## src/rtl/frame_asm_pkg.sv

```systemverilog
// Shared types and constants for the per-agent frame assembler.
package frame_asm_pkg;

  typedef enum logic [1:0] {ST_IDLE, ST_HDR, ST_PAYLOAD, ST_TRL} fa_state_e;

  localparam logic [7:0] HDR_SYNC    = 8'hA5;
  localparam logic [7:0] TRL_SYNC    = 8'h5A;
  localparam int         BUF_ENTRIES = 4;

  // Default-width buffer entry; the top re-declares it at DATA_WIDTH.
  typedef struct packed {
    logic        sop;
    logic        eop;
    logic [31:0] data;
  } buf_ent_t;

  function automatic logic [15:0] fold16(input logic [31:0] d);
    return d[31:16] ^ d[15:0];
  endfunction

endpackage

```

## src/rtl/frame_prefetch_buf.sv

```systemverilog
// Small prefetch FIFO of {sop, eop, data} entries between the agent FIFO and the framer.
module frame_prefetch_buf
  import frame_asm_pkg::*;
#(
  parameter int  DEPTH = BUF_ENTRIES,
  parameter type ent_t = buf_ent_t,
  localparam int PTR_W = $clog2(DEPTH),
  localparam int CNT_W = $clog2(DEPTH + 1)
) (
  input  logic             clk,
  input  logic             rst_n,
  input  logic             sw_rst,
  input  logic             push,
  input  ent_t             din,
  input  logic             pop,
  output ent_t             head,
  output logic [CNT_W-1:0] count,
  output logic             empty
);

  ent_t             r_mem [DEPTH];
  logic [PTR_W-1:0] r_wp, r_rp;
  logic [CNT_W-1:0] r_cnt;
  logic             w_push, w_pop;

  assign w_pop  = pop && (r_cnt != '0);
  assign w_push = push && ((r_cnt != CNT_W'(DEPTH)) || w_pop);

  always_ff @(posedge clk or negedge rst_n) begin
    if (!rst_n) begin
      r_wp  <= '0;
      r_rp  <= '0;
      r_cnt <= '0;
    end else if (sw_rst) begin
      r_wp  <= '0;
      r_rp  <= '0;
      r_cnt <= '0;
    end else begin
      if (w_push) r_wp <= r_wp + 1'b1;
      if (w_pop)  r_rp <= r_rp + 1'b1;
      case ({w_push, w_pop})
        2'b10:   r_cnt <= r_cnt + 1'b1;
        2'b01:   r_cnt <= r_cnt - 1'b1;
        default: ;
      endcase
    end
  end

  always_ff @(posedge clk) begin
    if (w_push) r_mem[r_wp] <= din;
  end

  assign head  = r_mem[r_rp];
  assign count = r_cnt;
  assign empty = (r_cnt == '0);

endmodule

```

## src/rtl/frame_assembler.sv

```systemverilog
// Drains committed packets from an agent FIFO and emits header / payload / trailer frames.
module frame_assembler
  import frame_asm_pkg::*;
#(
  parameter int         DATA_WIDTH = 32,
  parameter logic [7:0] AGENT_ID   = 8'h00,
  parameter int         BUF_DEPTH  = 4
) (
  input  logic                  clk,
  input  logic                  rst_n,
  input  logic                  sw_rst,
  input  logic                  pkt_commit,
  input  logic                  fifo_empty,
  output logic                  fifo_rd_en,
  input  logic [DATA_WIDTH-1:0] fifo_rd_data,
  input  logic                  fifo_sop,
  input  logic                  fifo_eop,
  output logic [DATA_WIDTH-1:0] out_data,
  output logic                  out_valid,
  input  logic                  out_ready,
  output logic                  out_sof,
  output logic                  out_eof,
  output logic                  err_frame,
  output logic [15:0]           seq_num
);

  localparam int CNT_W = $clog2(BUF_DEPTH + 1);

  typedef struct packed {
    logic                  sop;
    logic                  eop;
    logic [DATA_WIDTH-1:0] data;
  } ent_t;

  ent_t                  w_in, w_head;
  logic [CNT_W-1:0]      w_cnt;
  logic                  w_empty, w_pop, w_pay_eop;
  logic [DATA_WIDTH-1:0] w_hdr, w_trl;

  logic                  r_inflight;
  fa_state_e             r_state;
  logic [5:0]            r_pend;
  logic [15:0]           r_seq;
  logic [6:0]            r_wcnt;
  logic [15:0]           r_csum;
  logic                  r_first;
  logic                  r_err;

  // At most one read in flight keeps the buffer at <= 3 entries, leaving headroom.
  assign fifo_rd_en = !fifo_empty && ((int'(w_cnt) + int'(r_inflight)) <= (BUF_DEPTH - 2));

  assign w_in = '{sop: fifo_sop, eop: fifo_eop, data: fifo_rd_data};

  frame_prefetch_buf #(
    .DEPTH (BUF_DEPTH),
    .ent_t (ent_t)
  ) u_buf (
    .clk   (clk),
    .rst_n (rst_n),
    .sw_rst(sw_rst),
    .push  (r_inflight),
    .din   (w_in),
    .pop   (w_pop),
    .head  (w_head),
    .count (w_cnt),
    .empty (w_empty)
  );

  always_ff @(posedge clk or negedge rst_n) begin
    if (!rst_n)      r_inflight <= 1'b0;
    else if (sw_rst) r_inflight <= 1'b0;
    else             r_inflight <= fifo_rd_en;
  end

  assign w_hdr = DATA_WIDTH'({HDR_SYNC, AGENT_ID, r_seq});
  assign w_trl = DATA_WIDTH'({TRL_SYNC, 1'b0, r_wcnt, r_csum});

  // Outputs decode registered state only, so nothing here depends on out_ready.
  always_comb begin
    out_valid = 1'b0;
    out_sof   = 1'b0;
    out_eof   = 1'b0;
    out_data  = '0;
    case (r_state)
      ST_HDR: begin
        out_valid = 1'b1;
        out_sof   = 1'b1;
        out_data  = w_hdr;
      end
      ST_PAYLOAD: begin
        out_valid = !w_empty;
        out_data  = w_head.data;
      end
      ST_TRL: begin
        out_valid = 1'b1;
        out_eof   = 1'b1;
        out_data  = w_trl;
      end
      default: ;
    endcase
  end

  assign w_pop     = (r_state == ST_PAYLOAD) && out_valid && out_ready;
  assign w_pay_eop = w_pop && w_head.eop;

  always_ff @(posedge clk or negedge rst_n) begin
    if (!rst_n)      r_pend <= '0;
    else if (sw_rst) r_pend <= '0;
    else begin
      case ({pkt_commit, w_pay_eop})
        2'b10:   if (r_pend != '1) r_pend <= r_pend + 1'b1;
        2'b01:   if (r_pend != '0) r_pend <= r_pend - 1'b1;
        default: ;
      endcase
    end
  end

  always_ff @(posedge clk or negedge rst_n) begin
    if (!rst_n) begin
      r_state <= ST_IDLE;
      r_seq   <= '0;
      r_wcnt  <= '0;
      r_csum  <= '0;
      r_first <= 1'b0;
      r_err   <= 1'b0;
    end else if (sw_rst) begin
      r_state <= ST_IDLE;
      r_seq   <= '0;
      r_wcnt  <= '0;
      r_csum  <= '0;
      r_first <= 1'b0;
      r_err   <= 1'b0;
    end else begin
      r_err <= 1'b0;
      case (r_state)
        ST_IDLE: if (r_pend != '0) r_state <= ST_HDR;
        ST_HDR: if (out_ready) begin
          r_state <= ST_PAYLOAD;
          r_wcnt  <= '0;
          r_csum  <= '0;
          r_first <= 1'b1;
        end
        ST_PAYLOAD: if (w_pop) begin
          r_wcnt  <= r_wcnt + 1'b1;
          r_csum  <= r_csum ^ fold16(w_head.data[31:0]);
          r_first <= 1'b0;
          // Misplaced sop is flagged but the word still goes out.
          r_err   <= r_first ? !w_head.sop : w_head.sop;
          if (w_head.eop) r_state <= ST_TRL;
        end
        ST_TRL: if (out_ready) begin
          r_seq   <= r_seq + 1'b1;
          r_state <= ST_IDLE;
        end
        default: r_state <= ST_IDLE;
      endcase
    end
  end

  assign err_frame = r_err;
  assign seq_num   = r_seq;

endmodule

```

## config.mk

```make
export PLATFORM = sky130hd
export DESIGN_NAME = frame_assembler
export DESIGN_NICKNAME = d
export VERILOG_FILES = /design/src/rtl/frame_asm_pkg.sv /design/src/rtl/frame_prefetch_buf.sv /design/src/rtl/frame_assembler.sv
export SDC_FILE = /design/constraint.sdc
export NUM_CORES = 1
export LEC_CHECK = 0
export BUFFER_PORTS_ARGS = -buffer_cell sky130_fd_sc_hd__buf_4
export CORE_MARGIN = 2
export CORE_UTILIZATION = 53
export DETAILED_ROUTE_END_ITERATION = 10
export PLACE_DENSITY = 0.76
export SLEW_MARGIN = 20
export SYNTH_ARGS = -nofsm -noshare
export SYNTH_HDL_FRONTEND = slang
export SYNTH_HIERARCHICAL = 1
export SYNTH_SLANG_ARGS = --single-unit
```

## constraint.sdc

```tcl
create_clock -name clk -period 2.83 [get_ports clk]
set_clock_uncertainty 0.1 [all_clocks]
set_input_delay 0.1415 -clock clk [delete_from_list [all_inputs] [get_ports clk]]
set_output_delay 0.1415 -clock clk [all_outputs]
set_load 0.01 [all_outputs]
```

==> impl_summary.txt, run 1 <==
----------------------------------------------------
[Run status]
  Run status ... finished, final reports clean

[Yosys]
  Gate Count Post-Synth ... 609
  Register bit count reported by yosys ... 193
  Number of enable flip-flop cells after synthesis ... 136
  Most used DFF post-synth ... sky130_fd_sc_hd__edfxtp_1
  Count of distinct cell types in the synthesized netlist ... 62
  Share of flip-flops with an asynchronous set or reset after synthesis ... 29.53%
  Sequential cell area fraction in the yosys report ... 62.90%
  Area leader, netlist ... sky130_fd_sc_hd__edfxtp_1
  Area of the mapped netlist ... 8761 sq um
  Area share of the leading cell type in the synthesized netlist ... 46.62%
  Syn_nets ... 666
  Commonest cells in the synthesized netlist ... 136 x sky130_fd_sc_hd__edfxtp_1, 64 x sky130_fd_sc_hd__nor2_1, 57 x sky130_fd_sc_hd__dfrtp_1
  Top cells by area in the synthesized netlist ... sky130_fd_sc_hd__edfxtp_1 47%, sky130_fd_sc_hd__dfrtp_1 16%, sky130_fd_sc_hd__mux4_2 8.7%
  Yosys warning total ... 6
  Average footprint of a synthesized cell ... 14.39 sq um
  Most common cell in the netlist ... sky130_fd_sc_hd__edfxtp_1

[Run]
  Max capacitance violation total ... 0

[STA]
  Number of hold violations in the final report ... 0
  Top achievable clock speed ... 366.3 MHz
  Pins over their slew limit ... 0
  RSZ-0062 raised after global routing ... true
  Worst hold margin ... 0.05314 ns
  Actual slew at the worst max-slew pin ... 0.7515 ns
  Setup total negative slack ... 0 ns
  Setup WS post-layout ... 0.09997 ns
  Final critical-path share of the clock period ... 96.47%
  Number of failing setup endpoints in the final timing report ... 0
  Time the worst path needs with I/O delays and setup ... 2.730 ns
  Max-slew headroom ... 49.90%

[Routing]
  Routed Antenna Nets ... 0
  Number of iterations in the first detailed-routing pass ... 5
  Number of DRC markers after the initial detailed-route iteration ... 672
  Via density ... 5.986
  Post-detailed-route wirelength per cell ... 20.71 um
  DRC violations left ... 0
  Number of vias in the routed layout ... 5884
  Wirelength, routed ... 20360 um

[GRT]
  Antenna violations before repair ... 0
  First-pass GRT wire length ... 32290 um
  Met1 usage ... 31.31%
  GRT met2 Usage ... 39.49%
  Global Route met3 Usage ... 4.483%
  Most Used Layer, Global Route ... met2
  Pin count of the biggest net entering global routing ... 58
  Via count of the first global-routing pass ... 6103
  Global-route usage over all layers ... 23.99%
  GRT overflow ... 0

[Critical path]
  Reg2reg start ... u_buf/r_rp[0]$_DFFE_PN0P_
  Startpoint types ... register
  Worst Reg2Reg Path Length in Cells ... 9
  CP max-delay cell ... sky130_fd_sc_hd__mux4_2
  Largest stage delay on the critical path ... 0.53 ns
  Type of the setup path with the least slack ... reg2reg
  Capturing point of the worst reg2reg path ... r_pend[5]$_DFFE_PN0P_
  Worst endpoint data arrival time ... 2.95 ns
  Element type at the critical path end ... register
  Cells traversed along the worst timing path ... mux4_2, nand4b_1, nor3_4, buf_4, ha_1, o41a_1, xnor2_2, nor4_1, a221o_1
  Critical path startpoint ... u_buf/r_rp[0]$_DFFE_PN0P_
  CP Max Fanout ... 3
  Register-to-register setup slack ... 0.1 ns
  Worst path required time ... 3.05 ns

[Clock tree]
  TritonCTS Buffers ... 17
  Clock slew seen by the registers of the worst setup and hold paths ... 0.07 ns
  Clock latency at the later pin of the worst-skew pair ... 0.43 ns
  CTS Root Buffer Type ... sky130_fd_sc_hd__clkbuf_16
  Clock Sinks ... 193
  Deepest clock path buffer count ... 2
  CTS H-tree depth ... 4
  TritonCTS clock tree ... yes

[Layout]
  Final-layout fill cell count ... 1185
  Fin nets ... 807
  Final antenna diode count ... 0
  Layout cell share with drive strength beyond 1 ... 28.05%
  Multi-input combinational cell area ... 3042 sq um
  FF/Latch Area ... 5512 sq um
  Non-Filler Instances ... 983
  Final core utilization ... 65.80%
  Synth-to-Final Area Change ... 22.78%
  Final design instance area without fill ... 10760 sq um

[Min path]
  Worst Min Path Start ... sw_rst
  Class of the worst hold path ... in2reg
  Worst hold path depth ... 2
  Hold path endpoint ... seq_num[12]$_DFFE_PN0P_

[Floorplan]
  Die width ... 132.6 um
  Total Die Area ... 17570 sq um
  Chip height ... 132.6 um
  Count of boundary I/O pins ... 93
  Core region area ... 16350 sq um
  Site Rows ... 47
  Effective utilization at floorplan ... 53.59%

[Placed design]
  Post-DP HPWL ... 12870 um
  Placed instance count ... 912
  IO Port Bufs ... 92
  Pre-CTS setup slack ... 0.05977 ns
  Placement-stage cell area ... 9751 sq um
  Weighted congestion reported at the end of routability-driven placement ... 0.8284

[Pwr]
  Worst IR drop on VDD ... 480.4 uV
  Total power ... 6.993 mW
  Pwr dens ... 650.1 nW/um^2
  Leakage ... 4.065 nW

----------------------------------------------------
==> timing repair <==
item / CTS / global route
gates resized for setup: 0 / 6
buffers inserted: 0 / 3
hold buffers: 36 / 0
setup endpoints to repair: 0 / 4
hold endpoints to repair: 194 / 0
==> report_power, final <==
| part | total, mW | internal, mW | switching, mW |
|---|---|---|---|
| clock | 2.40 | 1.34 | 1.06 |
| combinational | 1.36 | 0.544 | 0.812 |
| sequential | 3.24 | 3.15 | 0.0867 |
==> sequential cells by signal, summed over array words and instances (netlist names) <==
register / count
u_buf/r_mem: 136
r_csum: 16
err_frame: 1
r_first: 1
r_state: 2
u_buf/r_rp: 2
r_wcnt: 7
seq_num: 16
r_inflight: 1
r_pend: 6
u_buf/r_wp: 2
u_buf/count: 3
==> worst max path at each step <==
stage | to | cells after the start
floorplan | u_buf/r_mem[0][0]$_DFFE_PP_ | 7
global placement | r_pend[5]$_DFFE_PN0P_ | 11
detailed placement | u_buf/count[1]$_DFFE_PN0P_ | 9
CTS | u_buf/count[1]$_DFFE_PN0P_ | 9
global route | u_buf/count[1]$_DFFE_PN0P_ | 10
finish | r_pend[5]$_DFFE_PN0P_ | 9
==> layout by cell type (no fill, tap or decap), types with 5 or more instances in the layout <==
| cell | n |
|---|---|
| sky130_fd_sc_hd__edfxtp_1 | 136 |
| sky130_fd_sc_hd__buf_4 | 123 |
| sky130_fd_sc_hd__nor2_1 | 63 |
| sky130_fd_sc_hd__dfrtp_1 | 56 |
| sky130_fd_sc_hd__dlygate4sd3_1 | 36 |
| sky130_fd_sc_hd__mux4_2 | 34 |
| sky130_fd_sc_hd__a21oi_1 | 29 |
| sky130_fd_sc_hd__o21ai_0 | 27 |
| sky130_fd_sc_hd__nand2_1 | 24 |
| sky130_fd_sc_hd__xnor2_1 | 21 |
| sky130_fd_sc_hd__xor2_1 | 20 |
| sky130_fd_sc_hd__or3_1 | 18 |
| sky130_fd_sc_hd__clkbuf_16 | 17 |
| sky130_fd_sc_hd__a222oi_1 | 16 |
| sky130_fd_sc_hd__nand3_1 | 13 |
| sky130_fd_sc_hd__ha_1 | 12 |
| sky130_fd_sc_hd__inv_1 | 8 |
| sky130_fd_sc_hd__a22oi_1 | 7 |
| sky130_fd_sc_hd__o31ai_1 | 7 |
| sky130_fd_sc_hd__and3_1 | 6 |
| sky130_fd_sc_hd__nand4_1 | 5 |
==> worst max-delay path, delay by kind of cell, from the launching register on <==
| kind | cells | cell delay (ns) |
|---|---|---|
| buf+inv | 1 | 0.16 |
| simple gates | 3 | 0.32 |
| mux | 1 | 0.53 |
| flops | 1 | 0.40 |
| compound gates | 2 | 0.72 |
| fa+ha+maj | 1 | 0.21 |
| xor+xnor | 1 | 0.17 |
==> logic make-up (layout without fill, tap and decap cells) <==
logic type | Yosys count | in the layout | share of synthesized area (%)
AO/OA/AOI/OAI | 107 | 107 | 8.298
XOR/XNOR | 42 | 42 | 4.199
adder cells (fa/ha/maj) | 17 | 17 | 2.514
buffers and inverters | 47 | 201 | 2.842
flip-flops | 193 | 193 | 62.90
multiplexers | 40 | 40 | 9.483
AND/OR/NAND/NOR | 163 | 163 | 9.769
==> cell type report <==
class                           count  area share, %
Timing Repair Buffer              160          12.12
Clock inverter                     14          1.407
Sequential cell                   193          51.24
Tap cell                          220          2.559
Inverter                            9         0.3141
Clock buffer                       18          4.083
Multi-Input combinational cell    369          28.28
==> per-layer routing <==
layer	share of wire [%]	vias up
li1	-	2619
met1	40	2978
met2	50	247
met3	6.9	40
met4	2.4	0
met5	0	-
Note: power is estimated with default switching activity, not from simulation.
==> run 2, diff against run 1 <==
--- a/config.mk
+++ b/config.mk
@@ -7,9 +7,8 @@
 export LEC_CHECK = 0
 export BUFFER_PORTS_ARGS = -buffer_cell sky130_fd_sc_hd__buf_4
 export CORE_MARGIN = 2
-export CORE_UTILIZATION = 53
+export CORE_UTILIZATION = 40
 export DETAILED_ROUTE_END_ITERATION = 10
-export PLACE_DENSITY = 0.76
 export SLEW_MARGIN = 20
 export SYNTH_ARGS = -nofsm -noshare
 export SYNTH_HDL_FRONTEND = slang
==> run 2 against run 1 <==
- register-to-register slack lost 0.02 ns
- core utilization shrank 16 points
- critical path depth grew 2
- highest routed layer unchanged
- global-route usage shrank 4.8 points
==> impl_summary.txt, run 2 (synthesized netlist as in run 1, its figures left out) <==
----------------------------------------------------
[Routing]
  Via density ... 5.675
  Post-detailed-route wirelength per cell ... 20.93 um
  Routed Antenna Nets ... 0
  Wirelength, routed ... 21850 um
  Number of DRC markers after the initial detailed-route iteration ... 609
  DRC violations left ... 0
  Number of vias in the routed layout ... 5925
  Number of iterations in the first detailed-routing pass ... 6

[Critical path]
  CP max-delay cell ... sky130_fd_sc_hd__dfrtp_1
  Largest stage delay on the critical path ... 0.41 ns
  Cells traversed along the worst timing path ... inv_1, ha_2, nand4b_1, nor3_4, buf_4, xor2_1, ha_2, nor2_1, mux2_2, mux2_2, o21ai_0
  Worst endpoint data arrival time ... 3.00 ns
  Type of the setup path with the least slack ... reg2reg
  CP Max Fanout ... 5
  Element type at the critical path end ... register
  Worst path required time ... 3.08 ns
  Startpoint types ... register

[STA]
  Number of failing setup endpoints in the final timing report ... 0
  Max-slew headroom ... 46.96%
  Final critical-path share of the clock period ... 97.16%
  Worst hold margin ... 0.1165 ns
  Number of hold violations in the final report ... 0
  Pins over their slew limit ... 0
  Time the worst path needs with I/O delays and setup ... 2.750 ns
  Top achievable clock speed ... 363.7 MHz
  Setup total negative slack ... 0 ns
  Actual slew at the worst max-slew pin ... 0.7956 ns
  RSZ-0062 raised after global routing ... true

[Clock tree]
  Deepest clock path buffer count ... 2
  TritonCTS clock tree ... yes
  CTS H-tree depth ... 4
  TritonCTS Buffers ... 17
  Clock slew seen by the registers of the worst setup and hold paths ... 0.07 ns
  CTS Root Buffer Type ... sky130_fd_sc_hd__clkbuf_16
  Clock Sinks ... 193
  Clock latency at the later pin of the worst-skew pair ... 0.44 ns

[GRT]
  GRT overflow ... 0
  Pin count of the biggest net entering global routing ... 58
  Global-route usage over all layers ... 19.17%
  First-pass GRT wire length ... 33800 um
  Antenna violations before repair ... 0
  Via count of the first global-routing pass ... 5899

[Layout]
  Synth-to-Final Area Change ... 24.21%
  Final antenna diode count ... 0
  Layout cell share with drive strength beyond 1 ... 27.88%
  Most common cell after layout, fill and taps aside ... sky130_fd_sc_hd__edfxtp_1
  Fin nets ... 808
  Max reg flops ... 136
  Reg with most FFs ... u_buf/r_mem
  Commonest non-fill, non-tap cells in the layout ... 136 x sky130_fd_sc_hd__edfxtp_1, 119 x sky130_fd_sc_hd__buf_4, 63 x sky130_fd_sc_hd__nor2_1

[Floorplan]
  Count of boundary I/O pins ... 93
  Core region area ... 21690 sq um
  Total Die Area ... 23100 sq um
  Chip height ... 152.0 um
  Die width ... 152.0 um
  Site Rows ... 54
  Effective utilization at floorplan ... 40.39%

[Min path]
  Class of the worst hold path ... in2reg

[Placed design]
  Post-DP HPWL ... 14310 um
  IO Port Bufs ... 92
  Weighted congestion reported at the end of routability-driven placement ... 0.8042

[Run]
  Max capacitance violation total ... 0

[Pwr]
  Pwr dens ... 645.5 nW/um^2
  Worst IR drop on VDD ... 467.1 uV
  Leakage ... 4.081 nW

[Run status]
  Run status ... finished, final reports clean

----------------------------------------------------
==> run 2: changes by cell type in the layout (fill, tap and decap cells not counted), moves of 2 or more <==
cell / delta
sky130_fd_sc_hd__buf_12: +4
sky130_fd_sc_hd__buf_4: -4
sky130_fd_sc_hd__inv_8: +3
sky130_fd_sc_hd__clkinv_8: +3
sky130_fd_sc_hd__clkinv_2: -2
sky130_fd_sc_hd__bufinv_16: -2
==> run 2: cell type report <==
| type | instances | area [sq um] |
|---|---|---|
| Timing Repair Buffer | 161 | 1364 |
| Clock inverter | 14 | 158.9 |
| Multi-Input combinational cell | 369 | 3024 |
| Clock buffer | 18 | 439.2 |
| Tap cell | 280 | 350.3 |
| Sequential cell | 193 | 5512 |
| Fill cell | 1822 | 10810 |
| Inverter | 9 | 33.78 |
==> run 2: critical path: cells and delay by family, from the launching register on <==
family	cells	cell delay [ns]
flip-flops	1	0.41
AO/OA/AOI/OAI	1	0.15
multiplexers	2	0.54
XOR/XNOR	1	0.16
buffers and inverters	2	0.26
AND/OR/NAND/NOR	3	0.59
adder cells (fa/ha/maj)	2	0.46
==> run 2: routing by layer <==
metal	vias to the layer above	global-route usage (%)	share of wire, %
met3	34	4.079	7.1
met1	3006	25.54	41
li1	2633	-	-
met5	-	0	0
met2	252	31.66	50
met4	0	6.142	2.0
==> run 2: what timing repair did <==
| action | 4_1_cts | 5_1_grt |
|---|---|---|
| gates cloned | 0 | 0 |
| setup buffers | 0 | 2 |
| pin swaps | 0 | 1 |
| endpoints found under the setup margin | 21 | 11 |
| resized for setup | 2 | 5 |
| hold buffers | 37 | 0 |
| endpoints found under the hold margin | 210 | 0 |
==> run 2: power breakdown <==
part           internal (mW)  total, mW  switching, mW
sequential              3.15       3.24         0.0911
combinational          0.556       1.40          0.841
clock                   1.21       2.39           1.17
total                   4.92       7.02           2.10
==> run 2: final timing paths <==
kind	from	end	slack (ns)	depth (start not counted)
worst max register to register	r_state[0]$_DFFE_PN0P_	r_pend[2]$_DFFE_PN0P_	0.08	11
worst max-delay path	r_state[0]$_DFFE_PN0P_	r_pend[2]$_DFFE_PN0P_	0.08	11
min in group asynchronous	rst_n	seq_num[1]$_DFFE_PN0P_	0.21	2
max in group asynchronous	rst_n	u_buf/r_rp[0]$_DFFE_PN0P_	1.84	2
worst min-delay path	out_ready	r_state[0]$_DFFE_PN0P_	0.12	4
worst min register to register	r_first$_DFFE_PN0P_	r_first$_DFFE_PN0P_	0.42	2
==> run 2: stage by stage <==
step / power [mW] / area [sq um] / worst slack, ns / utilization, % / std cells
6_report: 7.024 / 10880 / 0.08039 / 50.17 / 1044
5_1_grt: 7.344 / 10880 / -0.08801 / 50.17 / 1044
4_1_cts: 7.056 / 10850 / 0.06902 / 50.01 / 1042
3_5_place_dp: 4.634 / 9871 / 0.1169 / 45.51 / 973
3_3_place_gp: 4.598 / 9871 / 0.2392 / 45.51 / 973
2_1_floorplan: 4.071 / 8770 / -0.03348 / - / 609
